===== src/rtl/tetris_pkg.sv =====
// rtl/tetris_pkg.sv - shared game-flow types and default timing constants
package tetris_pkg;

  localparam int CLK_HZ          = 50_000_000;
  localparam int SOFT_PERIOD_DEF = CLK_HZ / 50;
  localparam int LOCK_CYCLES_DEF = CLK_HZ / 10;
  localparam int MAX_RESETS_DEF  = 15;
  localparam int CNT_W_DEF       = 24;

  typedef enum logic [2:0] {IDLE, FALL, REQ, HGAP, LOCK_DELAY, LOCK} state_t;
  typedef enum logic [1:0] {GRAV, SOFT, HARD} src_t;

  function automatic logic [7:0] sat_inc8(input logic [7:0] v);
    return (v == 8'hFF) ? v : v + 8'd1;
  endfunction

endpackage


===== src/rtl/drop_timer.sv =====
// rtl/drop_timer.sv - up-counter with clear, enable and terminal-count flag
module drop_timer
  import tetris_pkg::*;
#(
  parameter int W    = CNT_W_DEF,
  parameter int TERM = SOFT_PERIOD_DEF
) (
  input  logic clk,
  input  logic rst,
  input  logic clr,
  input  logic en,
  output logic done
);

  logic [W-1:0] cnt;

  always_ff @(posedge clk) begin
    if (rst || clr) begin
      cnt <= '0;
    end else if (en) begin
      cnt <= cnt + 1'b1;
    end
  end

  assign done = (cnt == W'(TERM - 1));

endmodule


===== src/rtl/drop_sequencer.sv =====
// rtl/drop_sequencer.sv - gravity/soft/hard drop sequencing with lock delay
module drop_sequencer
  import tetris_pkg::*;
#(
  parameter int SOFT_PERIOD = SOFT_PERIOD_DEF,
  parameter int LOCK_CYCLES = LOCK_CYCLES_DEF,
  parameter int MAX_RESETS  = MAX_RESETS_DEF,
  parameter int CNT_W       = CNT_W_DEF
) (
  input  logic       clk,
  input  logic       rst,
  input  logic       pause,
  input  logic       spawn_valid,
  input  logic       tick,
  input  logic       soft_drop,
  input  logic       hard_drop,
  input  logic       moved,
  input  logic       down_ack,
  input  logic       down_blocked,
  input  logic       lock_ack,
  output logic       down_req,
  output logic       lock_req,
  output logic       active,
  output logic [7:0] drop_count
);

  localparam int RC_W = (MAX_RESETS < 1) ? 1 : $clog2(MAX_RESETS + 1);

  state_t          state, nxt;
  src_t            src, src_nxt;
  logic            probe, probe_nxt;
  logic [RC_W-1:0] resets;
  logic            soft_done, lock_done;
  logic            soft_fire, lock_expire, moved_ok, ack_ok, spawn_entry;

  assign soft_fire   = (state == FALL) && soft_drop && !pause && soft_done;
  assign lock_expire = (state == LOCK_DELAY) && !pause && lock_done;
  // moved is lowest priority in LOCK_DELAY, so any stronger event masks it
  assign moved_ok    = (state == LOCK_DELAY) && !pause && moved && !hard_drop &&
                       !lock_done && !tick && (resets < RC_W'(MAX_RESETS));
  assign ack_ok      = down_ack && !down_blocked;
  assign spawn_entry = (state == IDLE) && (nxt == FALL);

  drop_timer #(.W(CNT_W), .TERM(SOFT_PERIOD)) u_soft (
    .clk  (clk),
    .rst  (rst),
    .clr  (!pause && ((state != FALL) || !soft_drop || soft_fire)),
    .en   ((state == FALL) && soft_drop && !pause),
    .done (soft_done)
  );

  // Held at zero outside LOCK_DELAY/probe so every fresh grounding starts from 0
  drop_timer #(.W(CNT_W), .TERM(LOCK_CYCLES)) u_lock (
    .clk  (clk),
    .rst  (rst),
    .clr  ((state == IDLE) || (state == FALL) || moved_ok),
    .en   ((state == LOCK_DELAY) && !pause),
    .done (lock_done)
  );

  always_comb begin
    nxt       = state;
    src_nxt   = src;
    probe_nxt = probe;
    case (state)
      IDLE: if (spawn_valid && !pause) nxt = FALL;
      FALL: begin
        if (!pause) begin
          if (hard_drop) begin
            nxt = REQ; src_nxt = HARD; probe_nxt = 1'b0;
          end else if (tick) begin
            nxt = REQ; src_nxt = GRAV; probe_nxt = 1'b0;
          end else if (soft_fire) begin
            nxt = REQ; src_nxt = SOFT; probe_nxt = 1'b0;
          end
        end
      end
      // responses are honoured even while paused
      REQ: begin
        if (down_blocked) begin
          probe_nxt = 1'b0;
          nxt       = (src == HARD) ? LOCK : LOCK_DELAY;
        end else if (down_ack) begin
          probe_nxt = 1'b0;
          nxt       = (src == HARD) ? HGAP : FALL;
        end
      end
      HGAP: if (!pause) nxt = REQ;
      LOCK_DELAY: begin
        if (!pause) begin
          if (hard_drop || lock_done) begin
            nxt = LOCK;
          end else if (tick) begin
            nxt = REQ; src_nxt = GRAV; probe_nxt = 1'b1;
          end
        end
      end
      LOCK: if (lock_ack) nxt = IDLE;
      default: nxt = IDLE;
    endcase
  end

  always_ff @(posedge clk) begin
    if (rst) begin
      state      <= IDLE;
      src        <= GRAV;
      probe      <= 1'b0;
      resets     <= '0;
      drop_count <= '0;
      down_req   <= 1'b0;
      lock_req   <= 1'b0;
      active     <= 1'b0;
    end else begin
      state    <= nxt;
      src      <= src_nxt;
      probe    <= probe_nxt;
      down_req <= (nxt == REQ);
      lock_req <= (nxt == LOCK);
      active   <= (nxt != IDLE);
      if (spawn_entry) begin
        resets <= '0;
      end else if (moved_ok) begin
        resets <= resets + 1'b1;
      end
      if (spawn_entry) begin
        drop_count <= '0;
      end else if ((state == REQ) && ack_ok && (src != GRAV)) begin
        drop_count <= sat_inc8(drop_count);
      end
    end
  end

  logic unused_expire;
  assign unused_expire = lock_expire;

endmodule


===== config.mk =====
export PLATFORM = sky130hd
export DESIGN_NAME = drop_sequencer
export DESIGN_NICKNAME = d
export VERILOG_FILES = /design/src/rtl/tetris_pkg.sv /design/src/rtl/drop_timer.sv /design/src/rtl/drop_sequencer.sv
export SDC_FILE = /design/constraint.sdc
export NUM_CORES = 1
export LEC_CHECK = 0
export BUFFER_PORTS_ARGS = -buffer_cell sky130_fd_sc_hd__buf_4
export CORE_MARGIN = 1.5
export CORE_UTILIZATION = 35
export CTS_BUF_LIST = sky130_fd_sc_hd__clkbuf_2
export CTS_CLUSTER_SIZE = 8
export DETAILED_ROUTE_END_ITERATION = 16
export GPL_TIMING_DRIVEN = 0
export PLACE_DENSITY = 0.6
export SETUP_SLACK_MARGIN = 0.05
export SLEW_MARGIN = 20
export SYNTH_ARGS = -nofsm -noshare
export SYNTH_HDL_FRONTEND = slang
export SYNTH_SLANG_ARGS = --single-unit

===== constraint.sdc =====
create_clock -name clk -period 2.8 [get_ports clk]
set_input_delay 0.84 -clock clk [delete_from_list [all_inputs] [get_ports clk]]
set_output_delay 0.84 -clock clk [all_outputs]
set_load 0.01 [all_outputs]

### Yosys cells after proc, flatten, opt, wreduce, memory -nomap -nowiden

Cells that the tools add are included.

| operators by class | value |
|---|---|
| $add $sub $neg | 4 |
| order comparisons | 1 |
| eq/ne operators | 18 |
| mux-type cells | 23 |
| bitwise logic cells | 1 |
| reductions and logical operators | 35 |

Operator list:

| kind | number |
|---|---|
| adder 24 x 1 -> 24 bit, second input constant | 2 |
| 2-to-1 mux 3 bit | 12 |
| equality test 24 x 20 -> 1 bit, second input constant | 1 |
| equality test 24 x 23 -> 1 bit, second input constant | 1 |
| case mux 3 bit (6 select lines) | 1 |
| 2-to-1 mux 2 bit | 8 |
| logical AND 1 bit | 15 |
| equality test 3 x 2 -> 1 bit, second input constant | 3 |
| equality test 3 bit, second input constant | 3 |
| adder 8 x 1 -> 8 bit, second input constant | 1 |
| equality test 8 bit, second input constant | 1 |
| inequality test 2 bit, second input constant | 4 |
| logical OR 1 bit | 7 |
| equality test 3 x 1 -> 1 bit, second input constant | 2 |
| logical NOT 1 bit | 6 |
| AND reduction 6 bit | 1 |
| adder 4 x 1 -> 4 bit, second input constant | 1 |
| less-than comparator 4 bit, second input constant | 1 |
| inequality test 4 bit, second input constant | 1 |
| case mux 2 bit (2 select lines) | 1 |
| nonzero test 2 bit | 2 |
| logical NOT 3 bit | 1 |
| inequality test 3 x 1 -> 1 bit, second input constant | 1 |
| nonzero test 3 bit | 1 |
| other kinds (5) | 5 |

| word-level totals | value |
|---|---|
| register bits | 68 |
| input bits | 11 |
| output and inout port bits | 11 |
| logic and storage cells | 91 |

### Logic depth before layout (Yosys ltp)

| logic depth | value |
|---|---|
| word-level depth | 12 |
| depth in mapped cells | 9 |
| gate-level depth less buffers | 7 |

### By module

From an unflattened synthesis, not the netlist that was laid out.

| second synthesis, totals | value |
|---|---|
| cells, all modules | 406 |
| area total of the unflattened synthesis | 3523.4 um^2 |

Modules (own cells, without submodules):

| module | instances | cells each | area each (um^2) | seq. area each (um^2) |
|---|---|---|---|---|
| drop_timer at u_lock | 1 | 138 | 1196.1 | 480.5 |
| drop_timer at u_soft | 1 | 138 | 1166.1 | 480.5 |
| drop_sequencer | 1 | 130 | 1161.1 | 400.4 |

### Least setup slack after synthesis

No wires, ideal clock.

| timing | value |
|---|---|
| path kind | input port to flip-flop |
| start point | input port pause |
| end point | register down_req |
| library setup time | 0.065 ns |
| arrival time | 2.568 ns |
| data required time | 2.735 ns |
| setup slack | 0.167 ns |
| cell stages on the path | 7 |
| path buffers | 1 |
| cell sequence | buf_6 -> and4b_1 -> nand4_1 -> or4_4 -> a221o_1 -> a221oi_2 -> nor2b_1 |

| on the way | value |
|---|---|
| cells in the longest elaborated chain, start to end | 9 |
| elaborated cells between the ends (all ways) | 13 |
| classes of those cells | eq/ne (1); mux (8); reduce/logical (4) |

Ends and longest elaborated chain:

| element | RTL line | text |
|---|---|---|
| start: declaration | drop_sequencer.sv:12 | `input logic pause,` |
| logical NOT 1 bit | -- |  |
| logical AND 1 bit (2 in a row) | drop_sequencer.sv:36 | `assign soft_fire = (state == FALL) && soft_drop && !pause && soft_done;` |
| 2-to-1 mux 3 bit | drop_sequencer.sv:73 | `end else if (soft_fire) begin` |
| 2-to-1 mux 3 bit | drop_sequencer.sv:71 | `end else if (tick) begin` |
| 2-to-1 mux 3 bit | drop_sequencer.sv:69 | `if (hard_drop) begin` |
| 2-to-1 mux 3 bit | drop_sequencer.sv:68 | `if (!pause) begin` |
| case mux 3 bit (6 select lines) (*) | drop_sequencer.sv:65 | `case (state)` |
| equality test 3 x 2 -> 1 bit (*) | drop_sequencer.sv:117 | `down_req <= (nxt == REQ);` |
| end signal: assignment | drop_sequencer.sv:117 |  |
| end: declaration | drop_sequencer.sv:21 | `output logic down_req,` |

Mark *: on every way between the ends. The rest lies on a longest branch, timed or not.
A chain may end at the register's enable or synchronous reset.

### Worst setup path after layout

| timing | value |
|---|---|
| start point | register state[2] |
| end point | register u_soft.cnt[21] |

| on the way | value |
|---|---|
| cells in the longest elaborated chain, start to end | 7 |
| elaborated cells between the ends (all ways) | 9 |
| classes of those cells | eq/ne (2); reduce/logical (7) |

Ends and longest elaborated chain:

| element | RTL line | text |
|---|---|---|
| start: declaration | drop_sequencer.sv:29 | `state_t state, nxt;` |
| start signal: assignment | drop_sequencer.sv:114 | `state <= nxt;` |
| equality test 3 x 1 -> 1 bit | drop_sequencer.sv:36, drop_sequencer.sv:48 |  |
| logical AND 1 bit (2 in a row) | drop_sequencer.sv:36, drop_sequencer.sv:48 |  |
| logical AND 1 bit | drop_sequencer.sv:36 |  |
| logical OR 1 bit | drop_sequencer.sv:47 | `.clr (!pause && ((state != FALL) \|\| !soft_drop \|\| soft_fire)),` |
| logical AND 1 bit | drop_sequencer.sv:47 |  |
| logical OR 1 bit | drop_timer.sv:18 | `if (rst \|\| clr) begin` |
| end signal: assignment | drop_timer.sv:21 | `cnt <= cnt + 1'b1;` |
| end: declaration | drop_timer.sv:15 | `logic [W-1:0] cnt;` |

Several ways; a longest one is shown, not always the timed one.

==> run_summary.xml <==
<?xml version="1.0" encoding="UTF-8"?>
<metrics>
  <group name="sta">
    <metric name="grt_setup_unrepaired" unit="">no</metric>
    <metric name="finalCriticalPeriod" unit="ns">2.469</metric>
    <metric name="finalHoldViolations" unit="">0</metric>
    <metric name="post-route-period-util" unit="%">88.18</metric>
    <metric name="max_slew_margin" unit="%">61.29</metric>
    <metric name="finalSetupViolations" unit="">0</metric>
    <metric name="holdWs" unit="ns">0.4903</metric>
    <metric name="final_max_slew_violation_count" unit="">0</metric>
    <metric name="final.setup_skew" unit="ns">0.01801</metric>
    <metric name="tightestPinTransition" unit="ns">0.5783</metric>
    <metric name="fmaxAchievable" unit="MHz">405.0</metric>
  </group>
  <group name="placement">
    <metric name="io_buffers" unit="">20</metric>
    <metric name="detailed_place.area" unit="mm²">0.003739</metric>
    <metric name="place_hpwl" unit="µm">4764</metric>
    <metric name="finalWeightedCongestion" unit="">0.7704</metric>
  </group>
  <group name="final_layout">
    <metric name="areaGrowthSynthToFinish" unit="%">14.17</metric>
    <metric name="most-common-layout-cells" unit="">dfxtp_1 (68), nor2_1 (61), xnor2_1 (28)</metric>
    <metric name="drive_gt1_share" unit="%">19.17</metric>
    <metric name="postLayoutCoreUtil" unit="%">41.75</metric>
    <metric name="diodes" unit="">0</metric>
    <metric name="final_nets" unit="">422</metric>
    <metric name="layout.cell_area.non_filler" unit="mm²">0.003913</metric>
    <metric name="most_frequent_standard_cell_in_the_layout_excluding_fill_and_tap_cells" unit="">dfxtp_1</metric>
  </group>
  <group name="worst_setup_path">
    <metric name="criticalPathCategory" unit="">reg2reg</metric>
    <metric name="crit-reg2reg-capture" unit="">u_soft.cnt[21]</metric>
    <metric name="r2r_start" unit="">state[2]</metric>
    <metric name="cp_data_arrival_time" unit="ns">2.92</metric>
    <metric name="rrSetupSlack" unit="ns">0.33</metric>
    <metric name="timing.critical_path.from_type" unit="">flop</metric>
    <metric name="path_max_fanout" unit="">10</metric>
    <metric name="r2r_depth" unit="">7</metric>
    <metric name="timing.critical_path.to_type" unit="">flop</metric>
    <metric name="required_worst_endpoint" unit="ns">3.25</metric>
    <metric name="startpoint" unit="">state[2]</metric>
  </group>
  <group name="clocking">
    <metric name="cts.reportedPaths.clkPinSlew" unit="ns">0.20</metric>
    <metric name="postCtsSetupBuffers" unit="">0</metric>
    <metric name="clock-root-buffer" unit="">clkbuf_2</metric>
    <metric name="cts_htree_levels" unit="">3</metric>
    <metric name="cts.path.max_buffers" unit="">2</metric>
    <metric name="cts_tree" unit="">done</metric>
    <metric name="clkLatencyLatePin" unit="ns">0.53</metric>
    <metric name="clock_sinks" unit="">68</metric>
    <metric name="cts_made_buffers" unit="">9</metric>
    <metric name="ctsHoldBuffers" unit="">0</metric>
  </group>
  <group name="yosys">
    <metric name="async_flop_share" unit="%">0</metric>
    <metric name="postSynthCellCount" unit="">376</metric>
    <metric name="ys_seq_elements" unit="">68</metric>
    <metric name="cell_area_after_synthesis" unit="mm²">0.003427</metric>
    <metric name="synth_top_area_share" unit="%">39.72</metric>
    <metric name="synth.area.top_cells" unit="">dfxtp_1 (40%), xnor2_1 (7.2%), xor2_1 (6.9%)</metric>
    <metric name="synthDistinctLibCells" unit="">50</metric>
    <metric name="net_count_of_the_mapped_netlist" unit="">391</metric>
    <metric name="avgSynthCellArea" unit="µm²">9.114</metric>
    <metric name="synth_sequential_area_ratio" unit="%">39.72</metric>
    <metric name="synth_area_leader_cell" unit="">dfxtp_1</metric>
    <metric name="synth_edf_count" unit="">0</metric>
    <metric name="synth-main-ff-cell" unit="">dfxtp_1</metric>
    <metric name="synth_warnings" unit="">0</metric>
  </group>
  <group name="floorplan">
    <metric name="design.die.area" unit="mm²">0.01039</metric>
    <metric name="io-pin-count" unit="">22</metric>
    <metric name="floorplan.rows" unit="">35</metric>
    <metric name="die_w" unit="µm">102.0</metric>
    <metric name="core-area" unit="mm²">0.009371</metric>
    <metric name="initial_core_util" unit="%">36.57</metric>
    <metric name="die-height" unit="µm">102.0</metric>
  </group>
  <group name="power_and_ir_drop">
    <metric name="power.share.switching" unit="%">25.69</metric>
    <metric name="ir_drop" unit="µV">317.3</metric>
    <metric name="power.sequential.fraction" unit="%">50.9</metric>
    <metric name="total_power" unit="mW">1.950</metric>
    <metric name="p_switching" unit="mW">0.5011</metric>
    <metric name="comb_power_share" unit="%">9.5</metric>
    <metric name="power.share.clock" unit="%">39.6</metric>
    <metric name="power.internal" unit="mW">1.449</metric>
    <metric name="leakagePower" unit="nW">1.257</metric>
    <metric name="power.density_cell_area" unit="mW/mm²">498.5</metric>
  </group>
  <group name="global_route">
    <metric name="antenna_found_initial" unit="">0</metric>
    <metric name="grt_pass1_wl" unit="µm">11360</metric>
    <metric name="grt_max_degree" unit="">14</metric>
    <metric name="first_global_vias" unit="">2523</metric>
    <metric name="groute.usage.overall" unit="%">13.80</metric>
    <metric name="grt_remaining_overflow" unit="">0</metric>
  </group>
  <group name="outcome">
    <metric name="status" unit="">finished clean</metric>
  </group>
  <group name="routing">
    <metric name="detail_route.wirelength" unit="µm">6566</metric>
    <metric name="drt_first_pass_iters" unit="">4</metric>
    <metric name="viasPerCell" unit="">4.921</metric>
    <metric name="drtAntennaViolNets" unit="">0</metric>
    <metric name="routed_wire_length_per_instance" unit="µm">12.14</metric>
    <metric name="route.detailed.drc" unit="">0</metric>
    <metric name="initialDrtViolationCount" unit="">81</metric>
    <metric name="vias" unit="">2662</metric>
  </group>
  <group name="worst_hold_path">
    <metric name="holdPathEnd" unit="">u_soft.cnt[1]</metric>
    <metric name="hold_start" unit="">u_soft.cnt[1]</metric>
    <metric name="timing.hold.worst_path_depth" unit="">2</metric>
    <metric name="worstHoldPathType" unit="">reg2reg</metric>
  </group>
  <group name="run">
    <metric name="cap_violations" unit="">0</metric>
  </group>
</metrics>
-- worst max-delay path by stage --
stage | to | slack (ns) | depth (start not counted)
global placement | u_lock.cnt[23] | -0.28 | 7
global route | u_soft.cnt[23] | 0.07 | 7
CTS | u_lock.cnt[17] | 0.16 | 7
detailed placement | u_lock.cnt[23] | -0.27 | 7
floorplan | down_req | 0.17 | 7
finish | u_soft.cnt[21] | 0.33 | 7
-- metrics by stage --
stage	worst slack (ns)	std cells	TNS [ns]
final	0.3309	541	0
after global routing	0.07225	541	0
after CTS	0.1576	541	0
after detailed placement	-0.2728	525	-3.402
after global placement	-0.2754	525	-2.680
after floorplan	0.1666	376	0
-- area by class of cell --
cell class	count	area, µm²
Fill cell	962	5459
Multi-Input combinational cell	287	1936
Sequential cell	68	1361
Tap cell	129	161.4
Timing Repair Buffer	20	150.1
Clock inverter	7	123.9
Buffer	14	108.9
Clock buffer	9	45.04
Inverter	7	26.28
-- power by group through the flow --
stage	sequential (mW)	clock, mW	combinational (mW)
global placement	1.01	0	0.185
floorplan	1.01	0	0.132
CTS	0.994	0.797	0.188
detailed placement	1.01	0	0.186
finish	0.993	0.772	0.185
global route	0.995	0.832	0.205
-- timing repair --
| action | 4_1_cts | 5_1_grt |
|---|---|---|
| endpoints found under the setup margin | 0 | 4 |
| resized for setup | 0 | 1 |
| endpoints found under the hold margin | 0 | 0 |
-- registers in the layout, summed over array words and instances, names as in the netlist --
name and flops:
active 1, down_req 1, drop_count 8, lock_req 1
resets 4, src 2, state 3, u_lock.cnt 24
u_soft.cnt 24
-- per-layer routing --
layer | global-route usage (%) | part of all wire [%]
met1 | 17.02 | 47
met2 | 22.72 | 48
met3 | 4.241 | 3.2
met4 | 5.163 | 1.5
met5 | 0 | 0
-- cells by family after synthesis --
family	share of synthesized area, %
and+or+nand+nor	34.43
buffers and inverters	3.943
xor gates and xnor gates	14.06
AOI/OAI and AO/OA	4.929
muxes	1.460
adders and majority gates	1.460
DFF	39.72
-- cells in the mapped netlist (2+ instances only) --
| cell type | instances |
|---|---|
| o21ai_0 | 5 |
| ha_1 | 4 |
| dfxtp_1 | 68 |
| and3_1 | 7 |
| clkbuf_1 | 4 |
| nand2_1 | 25 |
| nand3_1 | 23 |
| a31o_2 | 2 |
| nand4_1 | 19 |
| nor2_1 | 61 |
| mux2i_1 | 5 |
| or2_2 | 2 |
| nor4_1 | 7 |
| a21oi_1 | 8 |
| xnor2_1 | 28 |
| nor2b_1 | 5 |
| and4_1 | 2 |
| nor3b_2 | 2 |
| xor2_1 | 27 |
| buf_12 | 2 |
| nor2_4 | 20 |
| buf_6 | 2 |
| inv_1 | 7 |
| or3_1 | 4 |
| nor3_1 | 7 |
| buf_2 | 4 |
| nor4b_1 | 3 |
-- critical path: stages, from the launching register on --
cell	delay [ns]
dfxtp_1	0.39
buf_1	0.24
nor3b_2	0.40
and3_1	0.29
nand4_1	0.38
nor4_1	0.47
xnor2_1	0.17
nor2_1	0.05
Note: power is estimated with default switching activity, not from simulation.
